[config.mk]
export PLATFORM = sky130hd
export DESIGN_NAME = enc_input_cond_flat
export DESIGN_NICKNAME = d
export VERILOG_FILES = /design/src/rtl/enc_input_cond_if.sv /design/src/rtl/enc_input_cond.sv /design/src/flat_wrapper.sv
export SDC_FILE = /design/constraint.sdc
export NUM_CORES = 1
export LEC_CHECK = 0
export CAP_MARGIN = 0
export CELL_PAD_IN_SITES_DETAIL_PLACEMENT = 1
export CELL_PAD_IN_SITES_GLOBAL_PLACEMENT = 2
export CORE_UTILIZATION = 25
export DETAILED_ROUTE_END_ITERATION = 16
export GPL_ROUTABILITY_DRIVEN = 0
export PLACE_DENSITY_LB_ADDON = 0.1
export SYNTH_ARGS = -nofsm -noshare
export SYNTH_HDL_FRONTEND = slang
export SYNTH_SLANG_ARGS = --single-unit
[constraint.sdc]
create_clock -name clk -period 3.7 [get_ports clk]
set_input_delay 0.37 -clock clk [delete_from_list [all_inputs] [get_ports clk]]
set_output_delay 0.37 -clock clk [all_outputs]
set_load 0.005 [all_outputs]
[src/rtl/enc_input_cond_if.sv]
// Encoder raw-line inputs and conditioned/decoded outputs between the pad side
// and the phase-measurement stage.
interface enc_input_cond_if #(
    parameter int POS_W = 16
);
    logic             encA_in;
    logic             encB_in;
    logic             encA;
    logic             encB;
    logic             riseA;
    logic             riseB;
    logic             dir;
    logic [POS_W-1:0] pos;
    logic             err;

    modport master (
        output encA_in, encB_in,
        input  encA, encB, riseA, riseB, dir, pos, err
    );

    modport slave (
        input  encA_in, encB_in,
        output encA, encB, riseA, riseB, dir, pos, err
    );
endinterface

[src/rtl/enc_input_cond.sv]
// Encoder input conditioning: 2-FF sync + glitch filter per channel, rise strobes,
// and quadrature decode into direction, wrapping position and sticky error.
module enc_filt_ch #(
    parameter int FILT_LEN = 4
) (
    input  logic clk,
    input  logic rst,
    input  logic raw,
    output logic lvl,
    output logic rise
);
    logic       s1, s2;
    logic [7:0] cnt;

    always_ff @(posedge clk) begin
        if (rst) begin
            s1   <= 1'b0;
            s2   <= 1'b0;
            cnt  <= 8'd0;
            lvl  <= 1'b0;
            rise <= 1'b0;
        end else begin
            s1   <= raw;
            s2   <= s1;
            rise <= 1'b0;
            if (s2 == lvl) begin
                cnt <= 8'd0;
            end else if (cnt == 8'(FILT_LEN - 1)) begin
                // s2 has disagreed with the output for FILT_LEN samples: accept it
                lvl  <= s2;
                rise <= s2;
                cnt  <= 8'd0;
            end else begin
                cnt <= cnt + 8'd1;
            end
        end
    end
endmodule

module enc_input_cond #(
    parameter int FILT_LEN = 4,
    parameter int POS_W    = 16
) (
    input  logic             clk,
    input  logic             rst,
    enc_input_cond_if.slave  bus
);
    localparam int NUM_CH = 2;

    // Channel index 1 = A, 0 = B
    logic [NUM_CH-1:0] raw, lvl, rise;
    logic [NUM_CH-1:0] prev, chg;
    logic              dir_q, err_q;
    logic [POS_W-1:0]  pos_q;

    assign raw = {bus.encA_in, bus.encB_in};

    for (genvar c = 0; c < NUM_CH; c++) begin : g_ch
        enc_filt_ch #(.FILT_LEN(FILT_LEN)) u_filt (
            .clk  (clk),
            .rst  (rst),
            .raw  (raw[c]),
            .lvl  (lvl[c]),
            .rise (rise[c])
        );
    end

    assign chg = lvl ^ prev;

    // Along 00->10->11->01 the new A always differs from the old B when moving forward
    always_ff @(posedge clk) begin
        if (rst) begin
            prev  <= '0;
            dir_q <= 1'b0;
            err_q <= 1'b0;
            pos_q <= '0;
        end else begin
            prev <= lvl;
            if (chg == 2'b11) begin
                err_q <= 1'b1;
            end else if (chg != 2'b00) begin
                if (lvl[1] ^ prev[0]) begin
                    pos_q <= pos_q + POS_W'(1);
                    dir_q <= 1'b1;
                end else begin
                    pos_q <= pos_q - POS_W'(1);
                    dir_q <= 1'b0;
                end
            end
        end
    end

    assign bus.encA  = lvl[1];
    assign bus.encB  = lvl[0];
    assign bus.riseA = rise[1];
    assign bus.riseB = rise[0];
    assign bus.dir   = dir_q;
    assign bus.pos   = pos_q;
    assign bus.err   = err_q;
endmodule

[src/flat_wrapper.sv]
// flat-port wrapper written by rule: the top's interface ports become plain ports
module enc_input_cond_flat 
#(
    parameter int FILT_LEN = 4,
    parameter int POS_W    = 16
)
  (clk, rst, bus_encA_in, bus_encB_in, bus_encA, bus_encB, bus_riseA, bus_riseB, bus_dir, bus_pos, bus_err);
  enc_input_cond_if #(.POS_W(POS_W)) bus_i ();
  input  logic clk;
  input  logic rst;
  input wire logic [$bits(bus_i.encA_in)-1:0] bus_encA_in;
  input wire logic [$bits(bus_i.encB_in)-1:0] bus_encB_in;
  output wire logic [$bits(bus_i.encA)-1:0] bus_encA;
  output wire logic [$bits(bus_i.encB)-1:0] bus_encB;
  output wire logic [$bits(bus_i.riseA)-1:0] bus_riseA;
  output wire logic [$bits(bus_i.riseB)-1:0] bus_riseB;
  output wire logic [$bits(bus_i.dir)-1:0] bus_dir;
  output wire logic [$bits(bus_i.pos)-1:0] bus_pos;
  output wire logic [$bits(bus_i.err)-1:0] bus_err;
  assign bus_i.encA_in = bus_encA_in;
  assign bus_i.encB_in = bus_encB_in;
  assign bus_encA = bus_i.encA;
  assign bus_encB = bus_i.encB;
  assign bus_riseA = bus_i.riseA;
  assign bus_riseB = bus_i.riseB;
  assign bus_dir = bus_i.dir;
  assign bus_pos = bus_i.pos;
  assign bus_err = bus_i.err;
  enc_input_cond #(.FILT_LEN(FILT_LEN), .POS_W(POS_W)) u_core (.clk(clk), .rst(rst), .bus(bus_i));
endmodule
; Yosys cells after proc, flatten, opt, wreduce, memory -nomap -nowiden
; Cells that the tools add are included.
; W data, S select, Z words.
[word_totals]
ff_bits = 44
output_inout_bits = 22
inputBits = 4
word_cells = 40
[classes]
n_reduce_logical = 8
addsub = 4
n_bitwise = 7
n_eq_ne = 5
n_mux = 2
[ops]
columns = cell, count
row1 = $add A16 B1 Y16 const B, 1
row2 = $add A8 B1 Y8 const B, 2
row3 = $eq A8 B2 Y1 const B, 2
row4 = $mux W16, 1
row5 = $sub A16 B1 Y16 const B, 1
row6 = $reduce_or A3 Y1, 4
row7 = $reduce_and A2 Y1, 3
row8 = $not A1 Y1, 5
row9 = $eq A1 B1 Y1, 2
row10 = $eq A2 B2 Y1 const B, 1
row11 = $reduce_bool A2 Y1, 1
row12 = $xor A2 B2 Y2, 1
row13 = $mux W1, 1
row14 = $xor A1 B1 Y1, 1

; Longest topological paths before layout
; Gate-level depths: netlist (run 1).
[depth]
depth_word = 4
mapped_depth = 11
ltp_nobuf = 8

; Cells and area by module
; Synthesis (run 1) repeated with hierarchy kept, for this count alone.
[hier_totals]
hier_cells = 275
area_unflattened_um2 = 2328.5
[by_module_without_submodules]
columns = mod, area_each_um2, instances, seq_area_each_um2, cells_each
row1 = enc_input_cond, 1342.5, 1, 400.4, 173
row2 = enc_filt_ch, 493.0, 2, 240.2, 51

; Worst setup path after synthesis (run 1)
; No wires, ideal clock.
[synth_path]
path_kind = reg2reg
startpoint = register u_core.g_ch[1].u_filt.lvl
endpoint = register u_core.pos_q[12] (netlist: u_core.bus.pos[12])
arrival_time_ns = 2.380
slack_ns = 1.196
setup_ns = 0.123
stages_incl_launch_ff = 12
path_buffers = 3
period_less_slack_ns = 2.504
required_ns = 3.577
path_cell_list = dfxtp_1 -> buf_6 -> xor2_1 -> buf_4 -> buf_2 -> xnor2_1 -> ha_1 -> or3_1 -> a21oi_1 -> a221oi_2 -> mux2i_1 -> mux2_1
[synth_between]
elab_chain_cells = 4
word_cells_on_any_way = 7
classes_between = eq/ne (1) / mux (1) / bitwise (3) / reduce/logical (2)
[synth_lines]
columns = item, line
row1 = start: declaration, enc_input_cond.sv:9  ; output logic lvl,
row2 = start signal: assignment, enc_input_cond.sv:20  ; lvl <= 1'b0;
row3 = start signal: assignment, enc_input_cond.sv:30  ; lvl <= s2;
row4 = $xor A2 B2 Y2, enc_input_cond.sv:68  ; assign chg = lvl ^ prev;
row5 = $eq A2 B2 Y1, enc_input_cond.sv:79  ; if (chg == 2'b11) begin
row6 = $not A1 Y1 (no source line), -
row7 = $reduce_and A2 Y1 (no source line), -
row8 = end signal: assignment, enc_input_cond.sv:83  ; pos_q <= pos_q + POS_W'(1);
row9 = end signal: assignment, enc_input_cond.sv:86  ; pos_q <= pos_q - POS_W'(1);
row10 = end: declaration, enc_input_cond.sv:54  ; logic [POS_W-1:0] pos_q;
; Several ways; a longest one is shown, not always the timed one.
; A chain may end at the register's enable or synchronous reset.

; Worst setup path after layout (run 1)
[layout_path]
startpoint = register u_core.g_ch[1].u_filt.lvl
endpoint = register u_core.pos_q[8] (netlist: u_core.bus.pos[8])
; Same word-level chain as after synthesis.

==> impl_metrics.json, run 1 <==
{
  "synth_top_area_cell": "dfxtp_1",
  "grt_pass1_vias": 2092,
  "grt_use_total_pct": 14.4,
  "cp.required_ns": 3.90,
  "area_delta_synth_final_pct": 19.1,
  "hold_path.class": "reg -> reg",
  "vias_per_cell": 4.95,
  "topRoutingLayerUsed": "met4",
  "core-area_um2": 8890,
  "worstSetupPathType": "reg -> reg",
  "post_cts_resized": 0,
  "port-buffer-count": 25,
  "setup_viol": 0,
  "ys_seq_area_share_pct": 37.6,
  "vias": 2031,
  "synthFlopType": "dfxtp_1",
  "clkLatencyLatePin_ns": 0.31,
  "synth_area_leaders": "dfxtp_1, nor2_1, xor2_1",
  "io_pins": 26,
  "ys_warn_count": 0,
  "cts.sink_count": 44,
  "synth_top_area_share_pct": 37.6,
  "synth.most_common_cell": "nor2_1",
  "synth_cells": 283,
  "grt_max_degree": 20,
  "drtAntennaViolNets": 0,
  "syn_nets": 291,
  "ctsHoldBuffers": 0,
  "drc": 0,
  "core.rowCount": 34,
  "drt-met1-wl_um": 3460,
  "dp_hpwl_um": 4610,
  "clkPwrFrac_pct": 44.6,
  "grt_pass1_wl_um": 11100,
  "met2_wirelength_um": 2670,
  "cts_tree": "done",
  "gr-total-overflow": 0,
  "wl_per_cell_um": 15.5,
  "synth_cell_type_count": 51,
  "seqPwrFrac_pct": 53.4,
  "start_kind": "flip-flop",
  "finalHoldViolations": 0,
  "fin_crit_sh_pct": 66.5,
  "syn_avg_cell_area_um2": 8.27,
  "diodes": 0,
  "fp.dieArea_um2": 9750,
  "clockBufferDepth": 2,
  "status": "finished, final reports clean",
  "power.share.switching_pct": 23.2,
  "synth_area_um2": 2340,
  "grt_antenna_before_repair": 0,
  "timing.final.crit_period_ns": 2.46,
  "fin_tns_setup_ns": 0,
  "power_density_nw_per_um2": 321,
  "tightest_slew_ns": 0.546,
  "die_w_um": 98.7,
  "ir_worst_vdd_uv": 137,
  "fmax_mhz": 407,
  "power.switching_w": 0.000207,
  "dr_wl_met3_um": 170,
  "finalNetCount": 309,
  "clock_skew_ns": 0.0120,
  "power.internal_w": 0.000688,
  "grt_setup_unrepaired": "no",
  "numCtsBuffers": 5,
  "crit_path_end_kind": "flip-flop",
  "synth_edf_count": 0,
  "cts_root_buffer": "clkbuf_8",
  "post-cts-setup-buffers": 0,
  "slew_violations": 0,
  "holdWs_ns": 0.445,
  "drive_above_1_share_pct": 5.63,
  "drt_iter0_drc": 40,
  "clk_pin_slew_ns": 0.10,
  "drt_wl_total_um": 6360,
  "ys_seq_elements": 44,
  "drv_cap": 0,
  "slew_headroom_pct": 63.4,
  "worst-endpoint-arrival_ns": 2.66,
  "async_flop_share_pct": 0,
  "num-fill-cells": 1068,
  "cp_max_fo": 8,
  "ctsHtreeMaxLevel": 2,
  "start_util_pct": 26.3,
  "synth_common_cells": "nor2_1, dfxtp_1, nand3_1",
  "leakagePower_nw": 1.03,
  "drt_pass1_iterations": 4,
  "comb_power_share_pct": 2.0,
  "die_y_um": 98.7
}
## registers in the layout (all words and copies together) (netlist names)
name	cells
u_core.bus.pos	16
u_core.prev	2
u_core.bus.err	1
u_core.g_ch.u_filt.s1	2
u_core.g_ch.u_filt.cnt	16
u_core.g_ch.u_filt.lvl	2
u_core.g_ch.u_filt.rise	2
u_core.bus.dir	1
u_core.g_ch.u_filt.s2	2
## cell type report
type	count	area, µm²	share of cell area [%]
sequential	44	881	31.6
clock buffer	5	68.8	2.47
clock inverter	3	46.3	1.66
tap	108	135	4.85
multi-input combinational	217	1360	48.7
inverter	3	11.3	0.404
timing repair buffer	30	288	10.3
## per-stage QoR
| step | utilization, % | cell area [µm²] | setup WS, ns | power [W] | cells |
|---|---|---|---|---|---|
| floorplan | - | 2340 | 1.20 | 0.000499 | 283 |
| CTS | 31.4 | 2790 | 1.20 | 0.000915 | 410 |
| global placement | 30.1 | 2670 | 1.28 | 0.000507 | 402 |
| detailed placement | 30.1 | 2670 | 1.23 | 0.000507 | 402 |
| finish | 31.4 | 2790 | 1.24 | 0.000895 | 410 |
| global route | 31.4 | 2790 | 0.973 | 0.000937 | 410 |
## metal layers
layer | up-vias | global-route usage, %
met5 | - | 0
met4 | 0 | 4.02
met3 | 6 | 2.41
met2 | 28 | 22.2
met1 | 977 | 20.6
li1 | 1020 | -
## power groups by stage
stage / clock [W] / sequential, W / combinational, W
after floorplan: 0 / 0.000488 / 0.0000112
after global placement: 0 / 0.000489 / 0.0000184
after detailed placement: 0 / 0.000489 / 0.0000187
after CTS: 0.000418 / 0.000478 / 0.0000187
after global routing: 0.000439 / 0.000478 / 0.0000206
final: 0.000399 / 0.000478 / 0.0000182
## worst max-delay path, cell delays in order, from the launching register on
cell and delay [ns]:
dfxtp_1 0.54, xor2_1 0.25, xnor2_1 0.14, ha_1 0.29
or3_1 0.17, a21oi_1 0.08, a221oi_2 0.28, mux2i_1 0.26
mux2_1 0.34
## logic make-up after synthesis
kind of cell    count (synthesis)  synth area share [%]
compound gates                 31                  9.79
buf+inv                        22                  4.33
xor+xnor                       26                  10.1
mux                             9                  4.01
simple gates                  147                  32.0
fa+ha+maj                       4                  2.14
flops                          44                  37.6
## cells in the final DEF, fill, tap and decap left out, types with 2 or more instances in the layout
cell / n
nor2_1: 50
o21ai_0: 6
a21oi_1: 4
ha_1: 4
mux2i_1: 6
clkdlybuf4s50_1: 25
and2_1: 4
or3_1: 6
or4b_1: 2
nor4b_1: 2
nor3_1: 13
nand2b_1: 5
clkbuf_8: 5
xor2_1: 16
nand2_1: 12
buf_4: 5
dfxtp_1: 44
nand4_1: 2
a21o_1: 3
nand3_1: 19
inv_1: 3
mux2_1: 3
and3_1: 7
nor4_1: 7
o2111ai_1: 2
nor2b_1: 9
o21ai_1: 2
xnor2_1: 9
nand3b_1: 2
or2_1: 2
## worst paths after layout
kind                                                start  slack, ns  cells after the start                        to
worst min-delay path             u_core.g_ch[0].u_filt.s1       0.44                      1  u_core.g_ch[0].u_filt.s2
worst max register to register  u_core.g_ch[1].u_filt.lvl       1.24                      8         u_core.bus.pos[8]
worst min register to register   u_core.g_ch[0].u_filt.s1       0.44                      1  u_core.g_ch[0].u_filt.s2
worst max-delay path            u_core.g_ch[1].u_filt.lvl       1.24                      8         u_core.bus.pos[8]
Power figures use the tool's default switching activity.
==> run 2: changes to the inputs <==
- clock period: 3.7 -> 2.4 ns (I/O delays scaled with it)
==> run 2 against run 1 <==
Net effect: setup slack lost 1.1 ns; cell count up 2.0%; routed wire length decreased by 3.6%; sequential cell count unchanged; die area unchanged; critical path depth unchanged; sequential share of layout area down 0.92 points; total power increased by 52%; first-iteration DRC count is 23% higher; hold slack improved by 0.0082 ns; critical path type unchanged; critical endpoint is now u_core.bus.pos[9]; largest cell class unchanged; highest routed layer unchanged.
==> impl_metrics.json, run 2 (synthesized netlist as in run 1, its figures left out) <==
{
  "holdWs_ns": 0.453,
  "fmax_mhz": 450,
  "diodes": 0,
  "crit_path_end_kind": "flip-flop",
  "drive_above_1_share_pct": 9.03,
  "grt_setup_unrepaired": "no",
  "core.rowCount": 34,
  "start_kind": "flip-flop",
  "slew_headroom_pct": 61.8,
  "grt_max_degree": 20,
  "core-area_um2": 8890,
  "cts.sink_count": 44,
  "timing.final.crit_period_ns": 2.22,
  "vias_per_cell": 4.98,
  "leakagePower_nw": 1.08,
  "cts_tree": "done",
  "cts_root_buffer": "clkbuf_8",
  "grt_use_total_pct": 13.2,
  "cp_max_fo": 4,
  "worst-endpoint-arrival_ns": 2.41,
  "hold_path.class": "reg -> reg",
  "drt_iter0_drc": 49,
  "multi_input_area_um2": 1380,
  "finalNetCount": 317,
  "grt_antenna_before_repair": 0,
  "status": "finished, final reports clean",
  "clockBufferDepth": 2,
  "final_common_cell": "nor2_1",
  "drtAntennaViolNets": 0,
  "power_density_nw_per_um2": 474,
  "drc": 0,
  "io_pins": 26,
  "regArea_um2": 881,
  "cp.required_ns": 2.59,
  "ir_worst_vdd_uv": 253,
  "post_cts_resized": 0,
  "area_delta_synth_final_pct": 22.7,
  "drt_pass1_iterations": 4,
  "post-cts-setup-buffers": 0,
  "clkLatencyLatePin_ns": 0.30,
  "grt_pass1_wl_um": 10200,
  "die_y_um": 98.7,
  "num-fill-cells": 1040,
  "gr-total-overflow": 0,
  "clock_skew_ns": 0.00792,
  "port-buffer-count": 25,
  "ctsHtreeMaxLevel": 2,
  "wl_per_cell_um": 14.7,
  "finalWorstSetupSlack_ns": 0.179,
  "start_util_pct": 26.3,
  "fp.dieArea_um2": 9750,
  "drt_wl_total_um": 6130,
  "place_ws_ns": 0.110,
  "ctsHoldBuffers": 0,
  "numCtsBuffers": 5,
  "finalHoldViolations": 0,
  "layout_common_cells": "nor2_1, dfxtp_1, clkdlybuf4s50_1",
  "p_total_w": 0.00136,
  "slew_violations": 0,
  "grt_pass1_vias": 1967,
  "vias": 2080,
  "finish.utilization_pct": 32.3,
  "tightest_slew_ns": 0.572,
  "drv_cap": 0,
  "regToRegSetupSlack_ns": 0.18,
  "clk_pin_slew_ns": 0.10,
  "fin_crit_sh_pct": 92.5,
  "dp_hpwl_um": 4580,
  "die_w_um": 98.7,
  "worstSetupPathType": "reg -> reg",
  "fin_tns_setup_ns": 0,
  "setup_viol": 0
}
## run 2: final cells by class
cell class	count	area share [%]
repair buffers	38	12.1
flip-flops and latches	44	30.7
inverters	3	0.392
clock inverters	3	1.66
well taps	108	4.71
clock buffers	5	2.40
multi-input cells	217	48.1
## run 2: path summary, 6_finish.rpt
check,start,to,depth (start not counted)
setup / recovery,u_core.prev[0],u_core.bus.pos[9],8
hold / removal,u_core.g_ch[0].u_filt.cnt[0],u_core.g_ch[0].u_filt.cnt[0],1
setup reg to reg,u_core.prev[0],u_core.bus.pos[9],8
hold reg to reg,u_core.g_ch[0].u_filt.cnt[0],u_core.g_ch[0].u_filt.cnt[0],1
## run 2: stage by stage
stage | instances | cell area [µm²]
floorplan | 283 | 2360
global placement | 410 | 2740
detailed placement | 410 | 2740
CTS | 418 | 2860
global route | 418 | 2870
finish | 418 | 2870
## run 2: critical path, cell delays in order (launching register included)
cell and delay [ns]:
dfxtp_1 0.33, buf_4 0.15, xor2_1 0.14, ha_1 0.30
nand2b_1 0.08, or4_4 0.45, a311oi_1 0.26, a41oi_1 0.08
mux2_1 0.33
## run 2: report_power, final
group	internal, W	total (W)	switching [W]	leakage (nW)
Sequential	0.000734	0.000736	0.00000244	0.355
Combinational	0.0000119	0.0000281	0.0000161	0.662
Clock	0.000314	0.000598	0.000284	0.0583
## run 2: routing by layer
layer	track usage [%]	vias up	share of wire, %
met4	3.79	0	0.91
met3	2.41	4	3.7
met2	19.9	34	44
li1	-	1036	-
met1	19.2	1006	52
met5	0	-	0
==> run 3: changes to the inputs <==
- DONT_BUFFER_PORTS: unset -> 1
- PLACE_DENSITY_LB_ADDON: 0.1 -> 0.12
==> run 3 against run 2 <==
Net effect: fmax shrank 0.29%; critical endpoint is now u_core.bus.pos[8]; setup slack lost 0.0064 ns; clock-buffer cell count grew 1; first-iteration DRC count shrank 4.1%.
==> impl_metrics.json, run 3 (synthesized netlist as in run 1, its figures left out) <==
{
  "status": "finished, final reports clean",
  "finalHoldViolations": 0,
  "drive_above_1_share_pct": 11.1,
  "grt_antenna_before_repair": 0,
  "clk_pin_slew_ns": 0.10,
  "cts_tree": "done",
  "place_ws_ns": 0.119,
  "r2r_cells": 8,
  "fin_crit_sh_pct": 92.8,
  "fin_tns_setup_ns": 0,
  "stdcell_area_um2": 2660,
  "fp.dieArea_um2": 9750,
  "fmax_mhz": 449,
  "cp-endpoint": "u_core.bus.pos[8]",
  "drt_iter0_drc": 47,
  "core.rowCount": 34,
  "core-area_um2": 8890,
  "cts_root_buffer": "clkbuf_8",
  "final_common_cell": "nor2_1",
  "cp.required_ns": 2.61,
  "hold_path.class": "in -> reg",
  "numCtsBuffers": 5,
  "crit_path_end_kind": "flip-flop",
  "tightest_slew_ns": 0.815,
  "power_density_nw_per_um2": 525,
  "vias": 1990,
  "drtAntennaViolNets": 0,
  "ctsHtreeMaxLevel": 2,
  "start_kind": "flip-flop",
  "grt_pass1_wl_um": 11300,
  "drt_pass1_iterations": 4,
  "die_w_um": 98.7,
  "clkLatencyLatePin_ns": 0.31,
  "grt_pass1_vias": 2076,
  "worstSetupPathType": "reg -> reg",
  "min_path_cells": 1,
  "io_pins": 26,
  "slew_headroom_pct": 45.5,
  "dp_hpwl_um": 4670,
  "cts.sink_count": 44,
  "die_y_um": 98.7,
  "regToRegSetupSlack_ns": 0.17,
  "clock_skew_ns": 0.00965,
  "r2r-end": "u_core.bus.pos[8]",
  "grt_use_total_pct": 14.8,
  "area_delta_synth_final_pct": 13.8,
  "grt_setup_unrepaired": "no",
  "clockBufferDepth": 2,
  "r2r-start": "u_core.g_ch[1].u_filt.lvl",
  "diodes": 0,
  "vias_per_cell": 5.03,
  "layout_common_cells": "nor2_1, dfxtp_1, nand3_1",
  "timing.critical_path.from": "u_core.g_ch[1].u_filt.lvl",
  "gr-total-overflow": 0,
  "slew_violations": 0,
  "grt_max_degree": 21,
  "drc": 0,
  "ir_worst_vdd_uv": 211,
  "leakagePower_nw": 1.01,
  "worst-endpoint-arrival_ns": 2.44,
  "finalWorstSetupSlack_ns": 0.173,
  "dpl_cell_area_um2": 2510,
  "timing.final.crit_period_ns": 2.23,
  "start_util_pct": 26.3,
  "wl_per_cell_um": 16.6,
  "port-buffer-count": 0,
  "drv_cap": 0,
  "post-cts-setup-buffers": 0,
  "drt_wl_total_um": 6590,
  "setup_viol": 0,
  "cp_max_fo": 4,
  "finalNetCount": 295
}
## run 3: cell count changes in the layout (fill, tap and decap cells not counted), sizes merged
cell,delta
clkinv,-1
clkdlybuf4s50,-25
buf,+2
clkbuf,+1
dlygate4sd3,+1
## run 3: routing by layer
layer,vias to the layer above,wire (µm),GRT usage [%]
li1,990,-,-
met1,964,3310,20.1
met2,27,2910,22.9
met3,9,279,3.90
met4,0,91,4.48
met5,-,0,0
## run 3: area by class of cell
cell class / count / area [µm²]
Clock inverter: 2 / 38.8
Fill cell: 1049 / 6230
Inverter: 3 / 11.3
Multi-Input combinational cell: 217 / 1390
Timing Repair Buffer: 16 / 123
Sequential cell: 44 / 881
Clock buffer: 6 / 82.6
Tap cell: 108 / 135
## run 3: worst max-delay path: stages, from the launching register on
cell	delay [ns]
dfxtp_1	0.39
xor2_1	0.26
xnor2_1	0.11
ha_2	0.20
or3_4	0.40
a21oi_2	0.18
a221oi_4	0.06
mux2i_1	0.19
mux2_1	0.33
## run 3: how the worst min path moves through the flow
stage,start,to
floorplan,bus_encB_in,u_core.g_ch[0].u_filt.s1
global placement,rst,u_core.bus.pos[10]
detailed placement,rst,u_core.g_ch[0].u_filt.s1
CTS,bus_encB_in,u_core.g_ch[0].u_filt.s1
global route,bus_encA_in,u_core.g_ch[1].u_filt.s1
finish,bus_encB_in,u_core.g_ch[0].u_filt.s1
## run 3: timing repair
item | 4_1_cts | 5_1_grt
hold buffers | 1 | 0
gates resized for setup | 0 | 3
endpoints found under the setup margin | 0 | 2
hold endpoints to repair | 20 | 0
## run 3: per-stage QoR
step / util [%] / std cells / hold slack (ns) / power [W]
finish: 29.9 / 396 / 0.0693 / 0.00140
global route: 29.9 / 396 / 0.0555 / 0.00145
CTS: 29.7 / 396 / 0.0519 / 0.00143
detailed placement: 28.2 / 387 / 0.319 / 0.000765
global placement: 28.2 / 387 / 0.320 / 0.000764
floorplan: - / 283 / 0.368 / 0.000770
## run 3: report_power, final
group | total (W) | switching (W) | internal [W]
Clock | 0.000645 | 0.000304 | 0.000341
Combinational | 0.0000176 | 0.0000107 | 0.00000688
Sequential | 0.000736 | 0.00000248 | 0.000734
Total | 0.00140 | 0.000317 | 0.00108
